[config.mk]
export PLATFORM = sky130hd
export DESIGN_NAME = branch_resolve_unit
export DESIGN_NICKNAME = d
export VERILOG_FILES = /design/src/rtl/branch_resolve_unit.sv
export SDC_FILE = /design/constraint.sdc
export NUM_CORES = 1
export LEC_CHECK = 0
export CORE_UTILIZATION = 40
export DETAILED_ROUTE_END_ITERATION = 8
export PLACE_DENSITY = 0.91
export SYNTH_ARGS = -nofsm -noshare
export SYNTH_HDL_FRONTEND = slang
export SYNTH_SLANG_ARGS = --single-unit
export TNS_END_PERCENT = 5
[constraint.sdc]
create_clock -name clk -period 6.4 [get_ports clk]
set_input_delay 1.28 -clock clk [delete_from_list [all_inputs] [get_ports clk]]
set_output_delay 1.28 -clock clk [all_outputs]
set_load 0.05 [all_outputs]
[src/rtl/branch_resolve_unit.sv]
`default_nettype none
// +--------------------------------------------------------------------------+
// | branch_resolve_unit: EX-stage branch compare, redirect PC, mispredict     |
// | flag and optional 2-bit BHT (enabled by BRANCH_PREDICTOR_EN).             |
// | Revision: 1.0                                                             |
// +--------------------------------------------------------------------------+
module branch_resolve_unit #(
  parameter int XLEN      = 32,
  parameter int BHT_IDX_W = 6
) (
  input  logic            clk,
  input  logic            rst,
  input  logic            br_valid,
  input  logic [2:0]      br_funct3,
  input  logic [XLEN-1:0] rs1_val,
  input  logic [XLEN-1:0] rs2_val,
  input  logic [XLEN-1:0] br_pc,
  input  logic [XLEN-1:0] br_imm,
  input  logic            br_pred_taken,
  input  logic            stall,
  input  logic            kill,
  input  logic [XLEN-1:0] fetch_pc,
  output logic            fetch_pred_taken,
  output logic            res_valid,
  output logic            res_taken,
  output logic            res_mispredict,
  output logic [XLEN-1:0] res_redirect_pc,
  output logic            res_illegal
);

  localparam logic [XLEN-1:0] PC_STEP = XLEN'(4);

  logic            cmp_eq;
  logic            cmp_lt_s;
  logic            cmp_lt_u;
  logic            taken_d;
  logic            illegal_d;
  logic            pred_in;
  logic            mispred_d;
  logic            capture;
  logic [XLEN-1:0] redirect_d;

  assign cmp_eq   = (rs1_val == rs2_val);
  assign cmp_lt_s = ($signed(rs1_val) < $signed(rs2_val));
  assign cmp_lt_u = (rs1_val < rs2_val);

  always_comb begin
    taken_d   = 1'b0;
    illegal_d = 1'b0;
    case (br_funct3)
      3'b000:  taken_d = cmp_eq;
      3'b001:  taken_d = !cmp_eq;
      3'b100:  taken_d = cmp_lt_s;
      3'b101:  taken_d = !cmp_lt_s;
      3'b110:  taken_d = cmp_lt_u;
      3'b111:  taken_d = !cmp_lt_u;
      default: illegal_d = 1'b1;
    endcase
  end

  assign redirect_d = br_pc + (taken_d ? br_imm : PC_STEP);
  assign mispred_d  = !illegal_d && (taken_d != pred_in);
  assign capture    = br_valid && !stall && !kill;

  // kill beats stall for the valid bit; payload just holds
  always_ff @(posedge clk) begin
    if (rst) begin
      res_valid       <= 1'b0;
      res_taken       <= 1'b0;
      res_mispredict  <= 1'b0;
      res_illegal     <= 1'b0;
      res_redirect_pc <= '0;
    end else if (kill) begin
      res_valid <= 1'b0;
    end else if (!stall) begin
      res_valid <= br_valid;
      if (br_valid) begin
        res_taken       <= taken_d;
        res_mispredict  <= mispred_d;
        res_illegal     <= illegal_d;
        res_redirect_pc <= redirect_d;
      end
    end
  end

`ifdef BRANCH_PREDICTOR_EN
  localparam int BHT_N = 1 << BHT_IDX_W;

  logic [1:0]           bht [BHT_N];
  logic [BHT_IDX_W-1:0] res_idx;
  logic [BHT_IDX_W-1:0] fetch_idx;
  logic                 train;
  logic                 unused_fetch_bits;

  assign pred_in           = br_pred_taken;
  assign fetch_idx         = fetch_pc[BHT_IDX_W+1:2];
  assign fetch_pred_taken  = bht[fetch_idx][1];
  assign train             = res_valid && !stall && !res_illegal;
  assign unused_fetch_bits = ^{fetch_pc[XLEN-1:BHT_IDX_W+2], fetch_pc[1:0]};

  always_ff @(posedge clk) begin
    if (rst) begin
      res_idx <= '0;
    end else if (capture) begin
      res_idx <= br_pc[BHT_IDX_W+1:2];
    end
  end

  // Saturating counters; a same-index fetch read sees the pre-update value
  always_ff @(posedge clk) begin
    if (rst) begin
      for (int i = 0; i < BHT_N; i++) begin
        bht[i] <= 2'b01;
      end
    end else if (train) begin
      if (res_taken) begin
        if (bht[res_idx] != 2'b11) bht[res_idx] <= bht[res_idx] + 2'd1;
      end else begin
        if (bht[res_idx] != 2'b00) bht[res_idx] <= bht[res_idx] - 2'd1;
      end
    end
  end
`else
  logic unused_pred_inputs;

  assign pred_in            = 1'b0;
  assign fetch_pred_taken   = 1'b0;
  assign unused_pred_inputs = ^{fetch_pc, br_pred_taken};
`endif

endmodule
`default_nettype wire

==> results.sh, run 1 <==
export IMPL_status="completed"
export IMPL_cts_hold_buf=0
export IMPL_fmax_ghz=0.166
export IMPL_post_dp_hpwl_um=9730
export IMPL_design_core_area_mm2=0.00973
export IMPL_post_place_ws_ps=-93.4
export IMPL_first_pass_iters=4
export IMPL_wl_um=11900
export IMPL_drv_slew=0
export IMPL_max_slew_margin_pct=54.1
export IMPL_fin_nets=928
export IMPL_syn_nets=756
export IMPL_ys_types=66
export IMPL_period_share_pct=94.1
export IMPL_finish_utilization_pct=61.6
export IMPL_setup_viol=0
export IMPL_tightest_slew_ps=685
export IMPL_antenna_found_initial=0
export IMPL_synth_edf_count=0
export IMPL_cts_tree="built"
export IMPL_r2r_end="res_redirect_pc[23]"
export IMPL_fin_crit_ps=6020
export IMPL_startpoint="rs2_val[27]"
export IMPL_grt_max_degree=35
export IMPL_cts_buffers=5
export IMPL_cp_max_fo=7
export IMPL_ys_warn_count=0
export IMPL_power_uw=910
export IMPL_grt_pass1_wl_um=18500
export IMPL_clk_pin_slew_ps=80
export IMPL_finalWorstSetupSlack_ps=379
export IMPL_num_fill_cells=852
export IMPL_ant_nets=0
export IMPL_die_x_um=102
export IMPL_wl_per_cell_um=14.4
export IMPL_num_vias=4417
export IMPL_h_tree_depth=2
export IMPL_rsz0062_at_grt="false"
export IMPL_vdd_drop_max_v=0.0000867
export IMPL_grt_use_total_pct=22.3
export IMPL_hold_slack_ps=453
export IMPL_syn_inst=523
export IMPL_syn_area_mm2=0.00398
export IMPL_drt_initial_drc_count=150
export IMPL_syn_avg_cell_area_um2=7.61
export IMPL_final_layout_size_suffix_gt1_share_pct=5.46
export IMPL_fp_row_count=36
export IMPL_grt_pass1_vias=4361
export IMPL_critPathArrivalTime_ps=6180
export IMPL_die_h_um=102
export IMPL_power_density_mw_per_mm2=152
export IMPL_worst_setup_path_start_kind="input port"
export IMPL_post_route_drc_count=0
export IMPL_die_area_mm2=0.0104
export IMPL_clk_latency_ps=280
export IMPL_p_leak_uw=0.00252
export IMPL_endpoint_kind="register"
export IMPL_synth_compound_area_share_pct=25.8
export IMPL_synthMuxAreaShare_pct=1.01
export IMPL_finalHoldViolCount=0
export IMPL_hold_path_class="reg -> reg"
export IMPL_multi_input_area_mm2=0.00305
export IMPL_synth_async_reset_ratio_pct=0
export IMPL_area_delta_synth_final_pct=50.5
export IMPL_setup_worst_path_end="res_redirect_pc[22]"
export IMPL_synthAdderAreaFrac_pct=20.3
export IMPL_worstRegToRegCells=3
export IMPL_io_pins=206
export IMPL_yosysSeqAreaShare_pct=18.1
export IMPL_synth_top_family_by_area="compound AO/OA/AOI/OAI gates"
export IMPL_port_buffers=171
export IMPL_cts_root_buf="clkbuf_8"
export IMPL_fin_worst_skew_ps=0
export IMPL_synth_xor_area_share_pct=4.84
export IMPL_gp_congestion=0.887
export IMPL_gr_total_overflow=0
export IMPL_path_class="in -> reg"
export IMPL_drv_cap=0
export IMPL_clk_path_buf_depth=2
export IMPL_crit_required_ps=6560
export IMPL_timing_rr_start="res_redirect_pc[23]"
export IMPL_yosys_register_bits=36
export IMPL_viasPerCell=5.33
export IMPL_seq_area_um2=721
export IMPL_r2r_setup_slack_ps=5670
export IMPL_start_util_pct=40.9
export IMPL_finalSetupTns_ps=0
export IMPL_n_antenna_cell=0
export IMPL_synthSimpleGateAreaFrac_pct=23.9
export IMPL_synth_top_flop_cell="dfxtp_1"
export IMPL_clock_sinks=36
-- logic make-up after synthesis --
group / after synthesis
compound gates: 152
xor+xnor: 22
fa+ha+maj: 64
buf+inv: 61
flops: 36
mux: 4
other cells: 1
simple gates: 183
-- metrics by stage --
stage	std cells	instance area, um2
after floorplan	523	3980
after global placement	818	5850
after detailed placement	818	5850
after CTS	826	5940
after global routing	829	5990
final	829	5990
-- routing by layer --
metal	part of all wire, %	routed length [um]	global-route usage, %	vias up
met1	39	4690	22.3	2006
met3	7.4	881	5.31	20
met5	0	0	0	-
met4	1.7	205	7.36	0
met2	52	6160	44.4	178
li1	-	-	-	2213
-- registers in the layout (all words and copies together), names as in the netlist --
| signal | cells |
|---|---|
| res_illegal | 1 |
| res_mispredict | 1 |
| res_redirect_pc | 32 |
| res_taken | 1 |
| res_valid | 1 |
-- worst max-delay path, cell delays in order --
cell	delay [ps]
clkdlybuf4s50_1	460
inv_1	50
ha_1	310
nand4_1	250
nor4_4	340
nor3b_2	310
a211oi_2	80
xor2_1	170
nor2_1	190
a31oi_4	60
buf_4	190
or2_1	210
ha_1	330
nor2b_1	160
o21a_1	190
o21ai_1	250
a31oi_1	160
a221o_1	380
nand2_1	150
o21ai_1	110
a2111oi_1	400
o21ai_0	150
-- cell usage in the layout, fill, tap and decap left out, types with 7 or more instances in the layout --
cell type,count
o21ai_0,19
clkdlybuf4s50_1,171
buf_4,7
a31oi_1,7
nand3_1,18
a21o_1,9
nor2b_1,34
a21oi_1,59
ha_1,63
o21a_1,9
dfxtp_1,36
xnor2_1,18
inv_1,47
nor2_1,25
nand2_1,65
-- what timing repair did --
action / 4_1_cts / 5_1_grt
gates resized for setup: 0 / 3
buffers inserted: 0 / 3
endpoints found under the setup margin: 0 / 8
-- cell usage after synthesis, types with 3 or more instances --
cell | n | share of area [%]
o21ai_1 | 6 | 0.75
nor3_1 | 5 | 0.63
nand2_1 | 65 | 6.1
nand3_1 | 18 | 2.3
o21ai_0 | 19 | 2.4
nor2_1 | 25 | 2.4
a211oi_1 | 6 | 1.1
or3_1 | 5 | 0.79
mux2i_1 | 4 | 1.0
nor4b_1 | 3 | 0.66
o21a_1 | 9 | 1.7
a221oi_1 | 3 | 0.66
xor2_1 | 4 | 0.88
nand4_1 | 5 | 0.79
xnor2_1 | 18 | 4.0
ha_1 | 63 | 20
or2_2 | 3 | 0.47
o211ai_1 | 3 | 0.57
dfxtp_1 | 36 | 18
clkbuf_1 | 9 | 0.85
buf_2 | 3 | 0.38
inv_1 | 47 | 4.4
a21oi_1 | 60 | 7.5
o31ai_1 | 3 | 0.57
nor4_1 | 3 | 0.47
nor2b_1 | 34 | 5.3
a21o_1 | 9 | 1.7
a31oi_1 | 8 | 1.3
-- how the worst min path moves through the flow --
stage	slack (ps)	depth (start not counted)	startpoint	to
after floorplan	660	2	res_redirect_pc[30]	res_redirect_pc[30]
after global placement	440	2	res_redirect_pc[5]	res_redirect_pc[5]
after detailed placement	440	2	res_redirect_pc[28]	res_redirect_pc[28]
after CTS	450	2	res_illegal	res_illegal
after global routing	480	2	res_illegal	res_illegal
final	450	2	res_illegal	res_illegal
-- final cells by class --
| cell class | instances | area share, % |
|---|---|---|
| inverters | 47 | 2.95 |
| flip-flops and latches | 36 | 12.0 |
| clock buffers | 7 | 1.44 |
| clock inverters | 1 | 0.125 |
| multi-input cells | 426 | 50.9 |
| repair buffers | 179 | 29.8 |
| well taps | 133 | 2.78 |
-- power breakdown --
group	switching (uW)	internal [uW]
Combinational	258	235
Sequential	6.87	237
Clock	85.6	87.7
(Power assumes the default switching activity.)
==> run 2: changes to the inputs <==
CELL_PAD_IN_SITES_DETAIL_PLACEMENT = 1   (was default)
CELL_PAD_IN_SITES_GLOBAL_PLACEMENT = 2   (was default)
CORE_UTILIZATION = 21   (was 40)
==> results.sh, run 2 (synthesis results as in run 1) <==
export IMPL_fmax_ghz=0.164
export IMPL_timing_rr_start="res_redirect_pc[23]"
export IMPL_area_delta_synth_final_pct=57.1
export IMPL_hp_start="res_redirect_pc[9]"
export IMPL_post_route_drc_count=0
export IMPL_finalSetupTns_ps=0
export IMPL_period_share_pct=95.2
export IMPL_grt_pass1_wl_um=21900
export IMPL_first_pass_iters=4
export IMPL_cts_root_buf="clkbuf_16"
export IMPL_ant_nets=0
export IMPL_num_fill_cells=2221
export IMPL_fin_worst_skew_ps=0
export IMPL_drv_slew=0
export IMPL_port_buffers=171
export IMPL_final_common_cell="clkdlybuf4s50_1"
export IMPL_clk_path_buf_depth=2
export IMPL_drt_initial_drc_count=113
export IMPL_final_cell_mix="clkdlybuf4s50_1 (171), nand2_1 (65), ha_1 (63)"
export IMPL_largest_reg_flops=32
export IMPL_critPathArrivalTime_ps=6270
export IMPL_power_share_sequential_pct=24.4
export IMPL_max_slew_margin_pct=49.3
export IMPL_cts_buffers=5
export IMPL_wl_per_cell_um=14.5
export IMPL_post_dp_hpwl_um=11300
export IMPL_seq_area_um2=721
export IMPL_intPower_uw=632
export IMPL_hold_path_class="reg -> reg"
export IMPL_clock_sinks=36
export IMPL_multi_input_area_mm2=0.00307
export IMPL_die_area_mm2=0.0195
export IMPL_cp_max_fo=16
export IMPL_crit_path_cell_trace="clkdlybuf4s50_1 > inv_1 > ha_1 > and4_1 > nor4b_1 > buf_4 > a221o_1 > a211oi_2 > xor2_1 > nor2_2 > a31oi_4 > buf_6 > nor2b_1 > ha_1 > o2111a_1 > o21ai_1 > a2111oi_4 > o21ai_1 > a21oi_1 > o211ai_1 > a21o_1 > a32o_1"
export IMPL_startpoint="rs2_val[9]"
export IMPL_h_tree_depth=2
export IMPL_tightest_slew_ps=758
export IMPL_endpoint_kind="register"
export IMPL_stdcell_area_mm2=0.00625
export IMPL_p_clk_share_pct=25.5
export IMPL_status="completed"
export IMPL_netSwitchingFraction_pct=36.8
export IMPL_clk_pin_slew_ps=60
export IMPL_wl_um=13600
export IMPL_fp_row_count=49
export IMPL_post_cts_buffers=0
export IMPL_cpMaxStageDelayCell="clkdlybuf4s50_1"
export IMPL_net_switching_power_uw=368
export IMPL_placedInstanceArea_mm2=0.00607
export IMPL_fin_nets=940
export IMPL_gr_total_overflow=0
export IMPL_vdd_drop_max_v=0.0000733
export IMPL_start_util_pct=21.8
export IMPL_fin_crit_ps=6090
export IMPL_io_pins=206
export IMPL_num_vias=4401
export IMPL_antenna_found_initial=0
export IMPL_design_core_area_mm2=0.0183
export IMPL_grt_use_total_pct=13.9
export IMPL_n_antenna_cell=0
export IMPL_rsz0062_at_grt="true"
export IMPL_grt_pass1_vias=4511
export IMPL_drv_cap=0
export IMPL_path_class="in -> reg"
export IMPL_finalHoldViolCount=0
export IMPL_cts_tree="built"
export IMPL_critPathMaxStageDelay_ps=450
export IMPL_combPwrFrac_pct=50.1
export IMPL_gp_congestion=0.813
export IMPL_die_x_um=140
export IMPL_power_density_mw_per_mm2=160
export IMPL_die_h_um=140
export IMPL_worst_setup_path_start_kind="input port"
export IMPL_setup_viol=0
export IMPL_regMostFlops="res_redirect_pc"
export IMPL_clk_latency_ps=280
export IMPL_viasPerCell=4.70
export IMPL_p_leak_uw=0.00260
export IMPL_final_layout_size_suffix_gt1_share_pct=7.06
export IMPL_crit_required_ps=6580
export IMPL_grt_max_degree=35
run 2: cell count changes in the layout (fill, tap and decap cells not counted), sizes merged:
cell | previous run | this run
buf | 8 | 19
clkbuf | 7 | 8
a31oi | 9 | 10
clkinvlp | 1 | 0
run 2: through the flow:
stage	setup slack, ps	power [uW]	util (%)	instances	hold WS (ps)
final	306	1000	34.2	937	452
after floorplan	1090	555	-	523	662
after global placement	-56.9	742	33.2	928	439
after detailed placement	-112	750	33.2	928	447
after CTS	181	1020	34.1	936	457
after global routing	-22.1	1080	34.2	937	465
run 2: layer usage:
metal  GRT usage (%)  up-vias  part of all wire (%)
met3            4.20        8                   7.3
met5               0        -                     0
li1                -     2240                     -
met1            16.8     2022                    45
met2            24.5      131                    47
met4            2.37        0                  0.64
run 2: worst paths after layout:
kind	to	slack [ps]	depth (start not counted)
max	res_redirect_pc[29]	310	22
max reg2reg	res_redirect_pc[23]	5680	3
min	res_redirect_pc[9]	450	2
min reg2reg	res_redirect_pc[9]	450	2
run 2: cell type report:
| cell class | count | area share [%] |
|---|---|---|
| clock buffer | 8 | 2.34 |
| inverter | 47 | 2.82 |
| multi-input combinational | 427 | 49.0 |
| sequential | 36 | 11.5 |
| tap | 229 | 4.58 |
| timing repair buffer | 190 | 29.7 |
run 2: power groups by stage:
stage | sequential [uW] | clock [uW] | combinational (uW)
after global placement | 248 | 0 | 494
after detailed placement | 249 | 0 | 501
after floorplan | 291 | 0 | 264
after global routing | 245 | 277 | 555
after CTS | 244 | 269 | 504
final | 244 | 255 | 501
run 2: repair_timing:
action                                  CTS  global route
hold buffers                              0             0
endpoints found under the setup margin    0             8
gates resized for setup                   0             4
run 2: critical path, delay by kind of cell:
family          cells  cell delay (ps)
compound gates     11             2740
xor+xnor            1              210
fa+ha+maj           2              660
buf+inv             4              860
simple gates        4              510
==> run 3: changes to the inputs <==
CAP_MARGIN = 20   (was default)
SKIP_LAST_GASP = 1   (was default)
==> results.sh, run 3 (synthesis results as in run 1) <==
export IMPL_start_util_pct=21.8
export IMPL_die_h_um=140
export IMPL_r2r_setup_slack_ps=5680
export IMPL_final_cell_mix="clkdlybuf4s50_1 (171), nand2_1 (65), ha_1 (63)"
export IMPL_viasPerCell=4.70
export IMPL_first_pass_iters=4
export IMPL_fp_row_count=49
export IMPL_gr_total_overflow=0
export IMPL_r2r_end="res_redirect_pc[23]"
export IMPL_fin_nets=940
export IMPL_num_fill_cells=2221
export IMPL_io_pins=206
export IMPL_power_uw=1000
export IMPL_final_common_cell="clkdlybuf4s50_1"
export IMPL_design_core_area_mm2=0.0183
export IMPL_grt_pass1_vias=4511
export IMPL_post_route_drc_count=0
export IMPL_grt_max_degree=35
export IMPL_hold_depth=2
export IMPL_cts_buffers=5
export IMPL_post_dp_hpwl_um=11300
export IMPL_die_area_mm2=0.0195
export IMPL_stdcell_area_mm2=0.00625
export IMPL_antenna_found_initial=0
export IMPL_power_share_sequential_pct=24.4
export IMPL_placedInstanceArea_mm2=0.00607
export IMPL_die_x_um=140
export IMPL_regMostFlops="res_redirect_pc"
export IMPL_crit_required_ps=6580
export IMPL_grt_use_total_pct=13.9
export IMPL_combPwrFrac_pct=50.1
export IMPL_cts_root_buf="clkbuf_16"
export IMPL_critPathArrivalTime_ps=6270
export IMPL_h_tree_depth=2
export IMPL_netSwitchingFraction_pct=36.8
export IMPL_endpoint_kind="register"
export IMPL_cts_tree="built"
export IMPL_fin_crit_ps=6090
export IMPL_fin_worst_skew_ps=0
export IMPL_grt_pass1_wl_um=21900
export IMPL_wl_per_cell_um=14.5
export IMPL_tightest_slew_ps=758
export IMPL_dp_cells=928
export IMPL_port_buffers=171
export IMPL_gp_congestion=0.813
export IMPL_stdcell_count=937
export IMPL_fmax_ghz=0.164
export IMPL_p_leak_uw=0.00260
export IMPL_finalHoldViolCount=0
export IMPL_min_to="res_redirect_pc[9]"
export IMPL_final_layout_size_suffix_gt1_share_pct=7.06
export IMPL_timing_rr_start="res_redirect_pc[23]"
export IMPL_seq_area_um2=721
export IMPL_clk_path_buf_depth=2
export IMPL_clk_latency_ps=280
export IMPL_path_class="in -> reg"
export IMPL_period_share_pct=95.2
export IMPL_drv_cap=0
export IMPL_status="completed"
export IMPL_drv_slew=0
export IMPL_area_delta_synth_final_pct=57.1
export IMPL_n_antenna_cell=0
export IMPL_largest_reg_flops=32
export IMPL_rsz0062_at_grt="true"
export IMPL_power_density_mw_per_mm2=160
export IMPL_wl_um=13600
export IMPL_multi_input_area_mm2=0.00307
export IMPL_post_cts_buffers=0
export IMPL_cp_max_fo=16
export IMPL_clk_pin_slew_ps=60
export IMPL_drt_initial_drc_count=113
export IMPL_clock_sinks=36
export IMPL_worst_setup_path_start_kind="input port"
export IMPL_p_clk_share_pct=25.5
export IMPL_setup_viol=0
export IMPL_ant_nets=0
export IMPL_worstRegToRegCells=3
export IMPL_num_vias=4401
export IMPL_vdd_drop_max_v=0.0000733
export IMPL_max_slew_margin_pct=49.3
export IMPL_hp_start="res_redirect_pc[9]"
export IMPL_net_switching_power_uw=368
export IMPL_intPower_uw=632
export IMPL_hold_path_class="reg -> reg"
## run 3: cell counts in the layout (fill, tap and decap cells not counted)
Identical to the previous run, type by type.
## run 3: routing by layer
layer,GRT usage (%),up-vias,part of all wire [%]
met4,2.37,0,0.64
met3,4.20,8,7.3
met2,24.5,131,47
li1,-,2240,-
met5,0,-,0
met1,16.8,2022,45
## run 3: layout make-up
| cell class | count | share of cell area (%) |
|---|---|---|
| multi-input combinational | 427 | 49.0 |
| timing repair buffer | 190 | 29.7 |
| sequential | 36 | 11.5 |
| tap | 229 | 4.58 |
| inverter | 47 | 2.82 |
| clock buffer | 8 | 2.34 |
## run 3: timing repair
item,4_1_cts,5_1_grt
setup endpoints to repair,0,8
resized for setup,0,4
hold endpoints to repair,0,0
hold buffers,0,0
## run 3: how the worst max path moves through the flow
stage | from | to | slack [ps]
after floorplan | rs2_val[27] | res_redirect_pc[30] | 1090
after global placement | rs2_val[9] | res_redirect_pc[26] | -60
after detailed placement | rs2_val[9] | res_redirect_pc[26] | -110
after CTS | rs2_val[9] | res_redirect_pc[26] | 180
after global routing | rs2_val[23] | res_redirect_pc[22] | -20
final | rs2_val[9] | res_redirect_pc[29] | 310
## run 3: power by group through the flow
stage,combinational [uW],clock (uW),sequential [uW]
final,501,255,244
after CTS,504,269,244
after global placement,494,0,248
after global routing,555,277,245
after floorplan,264,0,291
after detailed placement,501,0,249
## run 3: through the flow
stage | hold WS, ps | util, % | TNS (ps) | setup slack (ps)
global placement | 439 | 33.2 | -162 | -56.9
detailed placement | 447 | 33.2 | -495 | -112
floorplan | 662 | - | 0 | 1090
finish | 452 | 34.2 | 0 | 306
CTS | 457 | 34.1 | 0 | 181
global route | 465 | 34.2 | -51.2 | -22.1
## run 3: critical path: stages
cell	delay, ps
clkdlybuf4s50_1	450
inv_1	40
ha_1	280
and4_1	210
nor4b_1	140
buf_4	130
a221o_1	360
a211oi_2	220
xor2_1	210
nor2_2	90
a31oi_4	290
buf_6	240
nor2b_1	70
ha_1	380
o2111a_1	190
o21ai_1	140
a2111oi_4	440
o21ai_1	190
a21oi_1	300
o211ai_1	170
a21o_1	200
a32o_1	240
